`src/rtl/cycle_seq.sv`:
```
// rtl/cycle_seq.sv - machine-cycle STROB1/STROB2/GOT timing sequencer
//
// Purpose: on a cycle-start request, step through S1 -> [MW] -> [GAP -> S2]
// -> [HOLD] -> GOT. These phases clock the microinstruction flip-flops,
// counters and register-write strobes. Memory waits have a no-response
// timeout, and single-step mode parks the cycle in HOLD.
//
// Ports:
//   i_clk         system clock
//   i_rst_n       synchronous active-low reset
//   i_start_cyc   cycle start request, sampled only in IDLE
//   i_long        long cycle (with STROB2), latched at start
//   i_mem_req     cycle performs a memory access, latched at start
//   i_mem_ok      memory acknowledge (level)
//   i_step_mode   single-step enable, latched at start
//   i_step        step key, a rising edge releases HOLD
//   o_strob1      high in S1
//   o_strob2      high in S2
//   o_got         high in GOT
//   o_busy        high in every state except IDLE
//   o_cycle_done  one-clock pulse on the last GOT clock
//   o_alarm       one-clock pulse on the last MW clock of a timeout
module cycle_seq #(
  parameter int S1_TICKS  = 3,
  parameter int GAP_TICKS = 2,
  parameter int S2_TICKS  = 3,
  parameter int GOT_TICKS = 2,
  parameter int TMO_TICKS = 1000
) (
  input  logic i_clk,
  input  logic i_rst_n,
  input  logic i_start_cyc,
  input  logic i_long,
  input  logic i_mem_req,
  input  logic i_mem_ok,
  input  logic i_step_mode,
  input  logic i_step,
  output logic o_strob1,
  output logic o_strob2,
  output logic o_got,
  output logic o_busy,
  output logic o_cycle_done,
  output logic o_alarm
);

  typedef enum logic [2:0] {
    ST_IDLE,
    ST_S1,
    ST_MW,
    ST_GAP,
    ST_S2,
    ST_HOLD,
    ST_GOT
  } state_t;

  // Terminal counts: a phase of N ticks exits when its counter holds N-1.
  localparam logic [7:0]  L_S1_LAST  = 8'(S1_TICKS - 1);
  localparam logic [7:0]  L_GAP_LAST = 8'(GAP_TICKS - 1);
  localparam logic [7:0]  L_S2_LAST  = 8'(S2_TICKS - 1);
  localparam logic [7:0]  L_GOT_LAST = 8'(GOT_TICKS - 1);
  localparam logic [15:0] L_TMO_LAST = 16'(TMO_TICKS - 1);

  state_t      r_state;
  logic [7:0]  r_tick;
  logic [15:0] r_mw_cnt;
  logic        r_long;
  logic        r_mem_req;
  logic        r_step_mode;
  logic        r_ok_seen;
  logic        r_step_q;
  logic        r_strob1;
  logic        r_strob2;
  logic        r_got;
  logic        r_busy;
  logic        r_done;
  logic        r_tmo_last;

  state_t      w_state_nxt;
  state_t      w_post;
  logic        w_entry;
  logic        w_step_rise;
  logic [7:0]  w_tick_nxt;
  logic [15:0] w_mw_nxt;

  always_comb begin
    w_step_rise = i_step & ~r_step_q;
    // Where the cycle goes once STROB1 (and any memory wait) is over.
    if (r_long) begin
      w_post = ST_GAP;
    end else if (r_step_mode) begin
      w_post = ST_HOLD;
    end else begin
      w_post = ST_GOT;
    end

    w_state_nxt = r_state;
    case (r_state)
      ST_IDLE: begin
        if (i_start_cyc) begin
          w_state_nxt = ST_S1;
        end
      end
      ST_S1: begin
        if (r_tick == L_S1_LAST) begin
          // An acknowledge on this very edge counts as already seen.
          if (r_mem_req && !(r_ok_seen || i_mem_ok)) begin
            w_state_nxt = ST_MW;
          end else begin
            w_state_nxt = w_post;
          end
        end
      end
      ST_MW: begin
        if (i_mem_ok || (r_mw_cnt == L_TMO_LAST)) begin
          w_state_nxt = w_post;
        end
      end
      ST_GAP: begin
        if (r_tick == L_GAP_LAST) begin
          w_state_nxt = ST_S2;
        end
      end
      ST_S2: begin
        if (r_tick == L_S2_LAST) begin
          w_state_nxt = r_step_mode ? ST_HOLD : ST_GOT;
        end
      end
      ST_HOLD: begin
        if (w_step_rise) begin
          w_state_nxt = ST_GOT;
        end
      end
      ST_GOT: begin
        if (r_tick == L_GOT_LAST) begin
          w_state_nxt = ST_IDLE;
        end
      end
      default: w_state_nxt = ST_IDLE;
    endcase

    // There are no self-transitions, so any state change is an entry.
    w_entry = (w_state_nxt != r_state);

    w_tick_nxt = r_tick;
    if (w_entry) begin
      w_tick_nxt = 8'd0;
    end else if ((r_state == ST_S1) || (r_state == ST_GAP) ||
                 (r_state == ST_S2) || (r_state == ST_GOT)) begin
      w_tick_nxt = r_tick + 8'd1;
    end

    w_mw_nxt = r_mw_cnt;
    if (w_entry) begin
      w_mw_nxt = 16'd0;
    end else if (r_state == ST_MW) begin
      w_mw_nxt = r_mw_cnt + 16'd1;
    end
  end

  always_ff @(posedge i_clk) begin
    if (!i_rst_n) begin
      r_state     <= ST_IDLE;
      r_tick      <= 8'd0;
      r_mw_cnt    <= 16'd0;
      r_long      <= 1'b0;
      r_mem_req   <= 1'b0;
      r_step_mode <= 1'b0;
      r_ok_seen   <= 1'b0;
      r_step_q    <= 1'b0;
      r_strob1    <= 1'b0;
      r_strob2    <= 1'b0;
      r_got       <= 1'b0;
      r_busy      <= 1'b0;
      r_done      <= 1'b0;
      r_tmo_last  <= 1'b0;
    end else begin
      r_state  <= w_state_nxt;
      r_tick   <= w_tick_nxt;
      r_mw_cnt <= w_mw_nxt;
      r_step_q <= i_step;

      if ((r_state == ST_IDLE) && i_start_cyc) begin
        r_long      <= i_long;
        r_mem_req   <= i_mem_req;
        r_step_mode <= i_step_mode;
        r_ok_seen   <= 1'b0;
      end else if (((r_state == ST_S1) || (r_state == ST_MW)) && i_mem_ok) begin
        r_ok_seen <= 1'b1;
      end

      // Outputs are decoded from the next state so they line up with it.
      r_strob1   <= (w_state_nxt == ST_S1);
      r_strob2   <= (w_state_nxt == ST_S2);
      r_got      <= (w_state_nxt == ST_GOT);
      r_busy     <= (w_state_nxt != ST_IDLE);
      r_done     <= (w_state_nxt == ST_GOT) && (w_tick_nxt == L_GOT_LAST);
      r_tmo_last <= (w_state_nxt == ST_MW) && (w_mw_nxt == L_TMO_LAST);
    end
  end

  assign o_strob1     = r_strob1;
  assign o_strob2     = r_strob2;
  assign o_got        = r_got;
  assign o_busy       = r_busy;
  assign o_cycle_done = r_done;
  // The alarm shows during the last MW clock. It is qualified with the live
  // acknowledge because a mem_ok arriving on that same clock still ends the
  // wait normally, and then no alarm is raised.
  assign o_alarm      = r_tmo_last & ~i_mem_ok;

endmodule

```
`config.mk`:
```
export PLATFORM = sky130hd
export DESIGN_NAME = cycle_seq
export DESIGN_NICKNAME = d
export VERILOG_FILES = /design/src/rtl/cycle_seq.sv
export SDC_FILE = /design/constraint.sdc
export NUM_CORES = 1
export LEC_CHECK = 0
export ABC_AREA = 1
export ABC_CLOCK_PERIOD_IN_PS = 2400
export CAP_MARGIN = 20
export CORE_AREA = 2 2 65 67
export CTS_CLUSTER_SIZE = 8
export DETAILED_ROUTE_END_ITERATION = 7
export DIE_AREA = 0 0 67 69
export PLACE_DENSITY = 0.76
export SLEW_MARGIN = 20
export SYNTH_ARGS = -nofsm -noshare
export SYNTH_HDL_FRONTEND = slang
export SYNTH_SLANG_ARGS = --single-unit
export TNS_END_PERCENT = 20
```
`constraint.sdc`:
```
create_clock -name i_clk -period 2.4 [get_ports i_clk]
set_input_delay 0.6 -clock i_clk [delete_from_list [all_inputs] [get_ports i_clk]]
set_output_delay 0.6 -clock i_clk [all_outputs]
set_load 0.02 [all_outputs]
```
# [Word level (Yosys, flattened, before mapping)]
# Cells that the tools add are included.
[totals] output_inout_bits=6 memories=0 ramBits=0 register_bits=38 latchBits=0 wordCells=67 inputBits=8 mem_bits_ro=0
[op_classes] n_bitwise=5 eq_ne=16 n_div=0 reduce_logical=15 n_mux=15 shifts=0 addsub=2 multipliers=0 n_lt_le_gt_ge=0
[ops] cell="$eq A16 B10 Y1 const B" n=2
[ops] cell="$mux W16" n=2
[ops] cell="$mux W3" n=9
[ops] cell="$pmux W3 S7" n=1
[ops] cell="$add A16 B1 Y16 const B" n=1
[ops] cell="$eq A8 B1 Y1 const B" n=2
[ops] cell="$mux W8" n=2
[ops] cell="$eq A3 B3 Y1 const B" n=5
[ops] cell="$eq A3 B2 Y1 const B" n=3
[ops] cell="$add A8 B1 Y8 const B" n=1
[ops] cell="$eq A8 B2 Y1 const B" n=1
[ops] cell="$eq A3 B1 Y1 const B" n=2
[ops] cell="$logic_or A1 B1 Y1" n=6
[ops] cell="$logic_and A1 B1 Y1" n=5
[ops] cell="$logic_not A3 Y1" n=1
[ops] cell="$ne A3 B3 Y1" n=1
[ops] cell="$not A1 Y1" n=3
[ops] cell="$reduce_bool A3 Y1" n=1
[ops] cell="$and A1 B1 Y1" n=2
[ops] cell="$mux W2" n=1
[ops] cell="$reduce_or A2 Y1" n=1
[ops] cell="$logic_not A1 Y1" n=1

# [Logic depth before layout (Yosys ltp)]
[depth] ltp_word=10 ltp_mapped=16 mapped_depth_nobuf=15

# [Worst setup path before layout]
# Ideal clock, no wire load.
[synth_timing] kind="register to register" start="register r_tick[0]" end="register r_mw_cnt[1]" stages_incl_launch_ff=15 n_path_buf=1 synth_period_minus_slack_ps=1835 arrival_time_ps=1709 required_ps=2273 setup_ps=127 setup_slack_ps=565 path_cell_list="dfxtp_1 > inv_1 > ha_1 > nand3_2 > nor2_4 > nand2_1 > nand3_1 > nand2_1 > nor2_1 > nand3_1 > nand2_2 > nor2_8 > nand2_4 > buf_6 > nor2_4"
[synth_between] elab_chain_cells=5 elab_cells_between_ends=9 classes_between="3 x eq/ne; 6 x mux"
[synth_lines] item="start, declared" line_no="64" rtl="logic [7:0] r_tick;"
[synth_lines] item="start signal, assigned" line_no="178" rtl="r_tick <= w_tick_nxt;"
[synth_lines] item="$eq A8 B1 Y1 / $eq A8 B2 Y1 (equally long branches)"
[synth_lines] item="$mux W3 (on tied branches)"
[synth_lines] item="$pmux W3 S7 (*)" line_no="97" rtl="case (r_state)"
[synth_lines] item="$ne A3 B3 Y1 (*)" line_no="142" rtl="w_entry = (w_state_nxt != r_state);"
[synth_lines] item="$mux W16 (*)" line_no="153" rtl="if (w_entry) begin"
[synth_lines] item="end signal, assigned" line_no="179" rtl="r_mw_cnt <= w_mw_nxt;"
[synth_lines] item="end, declared" line_no="65" rtl="logic [15:0] r_mw_cnt;"
# Every way passes the cells marked *; elsewhere a longest branch is shown, timed or not.
# A chain may end at the register's enable or synchronous reset.

# [Worst setup path in the final report]
[layout_timing] start="input port i_mem_ok" end="register r_mw_cnt[3]"
[layout_between] elab_chain_cells=8 elab_cells_between_ends=10 classes_between="1 x eq/ne; 5 x mux; 4 x reduce/logical"
[layout_lines] item="start, declared" line_no="35" rtl="input logic i_mem_ok,"
[layout_lines] item="$logic_or A1 B1 Y1" line_no="106" rtl="if (r_mem_req && !(r_ok_seen || i_mem_ok)) begin"
[layout_lines] item="$logic_not A1 Y1" line_no="106"
[layout_lines] item="$logic_and A1 B1 Y1" line_no="106"
[layout_lines] item="$mux W3" line_no="106"
[layout_lines] item="$mux W3" line_no="104" rtl="if (r_tick == L_S1_LAST) begin"
[layout_lines] item="$pmux W3 S7 (*)" line_no="97"
[layout_lines] item="$ne A3 B3 Y1 (*)" line_no="142"
[layout_lines] item="$mux W16 (*)" line_no="153"
# Marks and branches as above.

==> results.cfg <==
[min_path]
hold-path-cell-count = 2
hp-class = reg -> reg
min-delay-start = r_ok_seen$_SDFFE_PP0P_
hold_end = r_ok_seen$_SDFFE_PP0P_

[route]
avgViaCountPerCell = 4.91
initialDrtViolationCount = 149
routed_wl_um = 4640
dr.pass1.iters = 4
count_of_antenna_violating_nets_left_after_detailed_routing = 0
post_drt_wl_per_cell_um = 11.6
drc = 0
dr_total_vias = 1959

[logic_synthesis]
synth.area.top_cells = sky130_fd_sc_hd__dfxtp_1 35%, sky130_fd_sc_hd__nand2_1 11%, sky130_fd_sc_hd__nor2_1 9.2%
yosys.area_share.simple_pct = 43.2
synthDistinctLibCells = 31
synth_enable_flop_cells = 0
synth_mux_area_share_pct = 0
mappedNetlistNets = 329
main_combinational_cell_family_by_area_after_synthesis = simple AND/OR/NAND/NOR gates
part_of_the_yosys_area_used_for_sequential_elements_pct = 34.6
synth_xor_xnor_area_share_pct = 6.37
syn-instance-count = 317
share_of_synthesized_cell_area_in_full_adder_half_adder_and_majority_cells_pct = 2.28
synth_compound_area_share_pct = 4.55
post_synth.cell_area_avg_sq_um = 6.94
ys_ff_latch = 38
synth_area_leader_cell = sky130_fd_sc_hd__dfxtp_1
synth_async_sr_flop_share_pct = 0
predominant_post_synthesis_flop_cell = sky130_fd_sc_hd__dfxtp_1
synth.top_cell.area_share_pct = 34.6
yosys_warn_count = 0
post-synth-top-count-cell = sky130_fd_sc_hd__nand2_1
syn_area_sq_um = 2200
synth_common_cells = 66 x sky130_fd_sc_hd__nand2_1, 54 x sky130_fd_sc_hd__nor2_1, 39 x sky130_fd_sc_hd__inv_1, 38 x sky130_fd_sc_hd__dfxtp_1, 18 x sky130_fd_sc_hd__nand3_1

[setup_path]
cp_max_fo = 12
critical_path_start_end_classification = in -> reg
cp_startpoint_kind = input port
reg2reg_end = r_mw_cnt[3]$_SDFF_PN0_
worst_r2r_path_depth = 13
timing.critical_path.arrival_ps = 2460
critPathCaptureType = register
reg2reg_from = r_tick[0]$_SDFF_PN0_
cp.required_ps = 2620
regToRegSetupSlack_ps = 330

[cts]
worstSkewPairLatency_ps = 290
maximum_number_of_buffers_from_clock_root_to_sink = 2
cts_num_sinks = 38
holdBufCountCts = 0
buffer_type_at_the_clock_tree_root = sky130_fd_sc_hd__clkbuf_8
cts_inserted_buffers = 5
post_cts_resized = 0
cts_setup_buffers = 0
clkTransAtPathRegs_ps = 70
h_tree_level_count = 2
tritoncts_clock_tree = done

[global_routing]
first_global_vias = 1879
grt_max_degree = 13
gr-usage-all-layers_pct = 22.2
antenna_found_initial = 0
grt_remaining_overflow = 0
first_pass_grt_wire_length_um = 8110

[sta]
final_min_period_over_clock_period_pct = 93.3
final.hold.worst_slack_ps = 515
timing.final.setup_violations = 0
final_setup_skew_ps = 3.42
worst_slew_pin_slew_ps = 407
hold_violations = 0
slew_headroom_pct = 72.6
timing.final.max_slew_violations = 0
final.min_clock_period_ps = 2240
maxClockFrequency_mhz = 447

[pwr]
post-layout-total-power_mw = 1.59
ir_worst_vdd_uv = 327
power-per-cell-area_nw_per_um2 = 603
static-leakage-power_nw = 1.15

[place]
post-dp-hpwl_um = 3410
placement.io_buffers = 13
placed_cells = 392
gp_congestion = 0.979

[floorplanning]
io_pins = 14
die-area_sq_um = 4620
rows = 23
die_height_um = 69
fp.dieW_um = 67
floorplan.initialDensity_pct = 56.2
design.core.area_sq_um = 3910

[layout]
final_core_util_pct = 67.2
register_area_sq_um = 762
num_antenna_cells = 0
area_of_the_multi_input_gates_sq_um = 1250
fill_cells = 345
drive_gt1_share_pct = 18.9
final_instance_count_without_filler_cells = 399
nets = 361
areaGrowthSynthToFinish_pct = 19.5

[job]
drv.max_cap_violation_count = 0

[run_status]
status = complete, no violations
area by class of cell:
type	count	area share (%)
inverters	45	6.52
multi-input cells	231	47.5
repair buffers	28	10.3
clock buffers	6	3.14
clock inverters	1	1.14
flip-flops and latches	38	29.0
well taps	50	2.38
cell families after synthesis:
group	count (synthesis)
AOI/OAI and AO/OA	18
and+or+nand+nor	193
xor gates and xnor gates	16
adders and majority gates	4
DFF	38
buffers and inverters	48
stage by stage:
step           worst slack (ps)  TNS, ps  cell area (sq um)
3_3_place_gp              -76.5     -112               2500
6_report                    160        0               2630
2_1_floorplan               565        0               2200
4_1_cts                    39.4        0               2620
5_1_grt                   -38.0    -38.0               2630
3_5_place_dp              -71.5     -346               2500
worst max path at each step:
stage,startpoint,to
4_1_cts,i_mem_ok,o_alarm
6_report,i_mem_ok,r_mw_cnt[3]$_SDFF_PN0_
2_1_floorplan,r_tick[0]$_SDFF_PN0_,r_mw_cnt[1]$_SDFF_PN0_
3_3_place_gp,i_mem_ok,r_tick[5]$_SDFF_PN0_
3_5_place_dp,i_mem_ok,r_tick[5]$_SDFF_PN0_
5_1_grt,i_mem_ok,r_mw_cnt[3]$_SDFF_PN0_
sequential cells by signal (all words and copies together), names as in the netlist:
register and flops:
o_busy 1, o_cycle_done 1, o_got 1, o_strob1 1, o_strob2 1, r_long 1, r_mem_req 1, r_mw_cnt 16
r_ok_seen 1, r_state 3, r_step_mode 1, r_step_q 1, r_tick 8, r_tmo_last 1
placed cells by master, fill, tap and decap left out, types with 2 or more instances in the layout:
cell | Yosys | final
sky130_fd_sc_hd__xor2_1 | 13 | 13
sky130_fd_sc_hd__nor2_1 | 54 | 54
sky130_fd_sc_hd__o21ai_0 | 8 | 8
sky130_fd_sc_hd__ha_1 | 4 | 4
sky130_fd_sc_hd__buf_12 | 0 | 2
sky130_fd_sc_hd__nand2_4 | 3 | 3
sky130_fd_sc_hd__o21ai_1 | 2 | 2
sky130_fd_sc_hd__nand2_1 | 66 | 66
sky130_fd_sc_hd__inv_1 | 39 | 39
sky130_fd_sc_hd__inv_2 | 5 | 5
sky130_fd_sc_hd__nor3_1 | 9 | 9
sky130_fd_sc_hd__buf_4 | 0 | 13
sky130_fd_sc_hd__nor3_2 | 2 | 2
sky130_fd_sc_hd__nor2_2 | 14 | 14
sky130_fd_sc_hd__clkbuf_8 | 0 | 6
sky130_fd_sc_hd__a21oi_1 | 5 | 4
sky130_fd_sc_hd__dfxtp_1 | 38 | 37
sky130_fd_sc_hd__nand3_2 | 2 | 2
sky130_fd_sc_hd__nand4_1 | 8 | 8
sky130_fd_sc_hd__nand3_1 | 18 | 18
sky130_fd_sc_hd__nor2_4 | 6 | 6
sky130_fd_sc_hd__clkdlybuf4s50_1 | 0 | 12
sky130_fd_sc_hd__nand2_2 | 5 | 5
sky130_fd_sc_hd__a21oi_2 | 1 | 2
sky130_fd_sc_hd__xnor2_1 | 3 | 3
where the power goes:
part	switching, mW	total (mW)	leakage (nW)	internal (mW)
registers	0.0246	0.678	0.308	0.653
clock network	0.223	0.556	0.0573	0.333
logic	0.197	0.353	0.782	0.155
total	0.445	1.59	1.15	1.14
worst max-delay path, cell delays in order:
cell and delay (ps):
sky130_fd_sc_hd__clkdlybuf4s50_1 510, sky130_fd_sc_hd__nor2_1 80, sky130_fd_sc_hd__a21oi_2 160, sky130_fd_sc_hd__nand2_1 80, sky130_fd_sc_hd__nand3_1 80, sky130_fd_sc_hd__nand2_1 70, sky130_fd_sc_hd__o21ai_0 230, sky130_fd_sc_hd__nand2_2 150
sky130_fd_sc_hd__nor2_8 160, sky130_fd_sc_hd__nand2_4 80, sky130_fd_sc_hd__buf_12 150, sky130_fd_sc_hd__a21oi_1 120
per-layer routing:
layer  global-route usage, %  wire [um]  vias up
met5                       0          0        -
met4                    5.67         51        0
met3                    5.22        160        6
met2                    36.3       2180       31
met1                    29.1       2260      873
li1                        -          -     1049
Power figures use the tool's default switching activity.
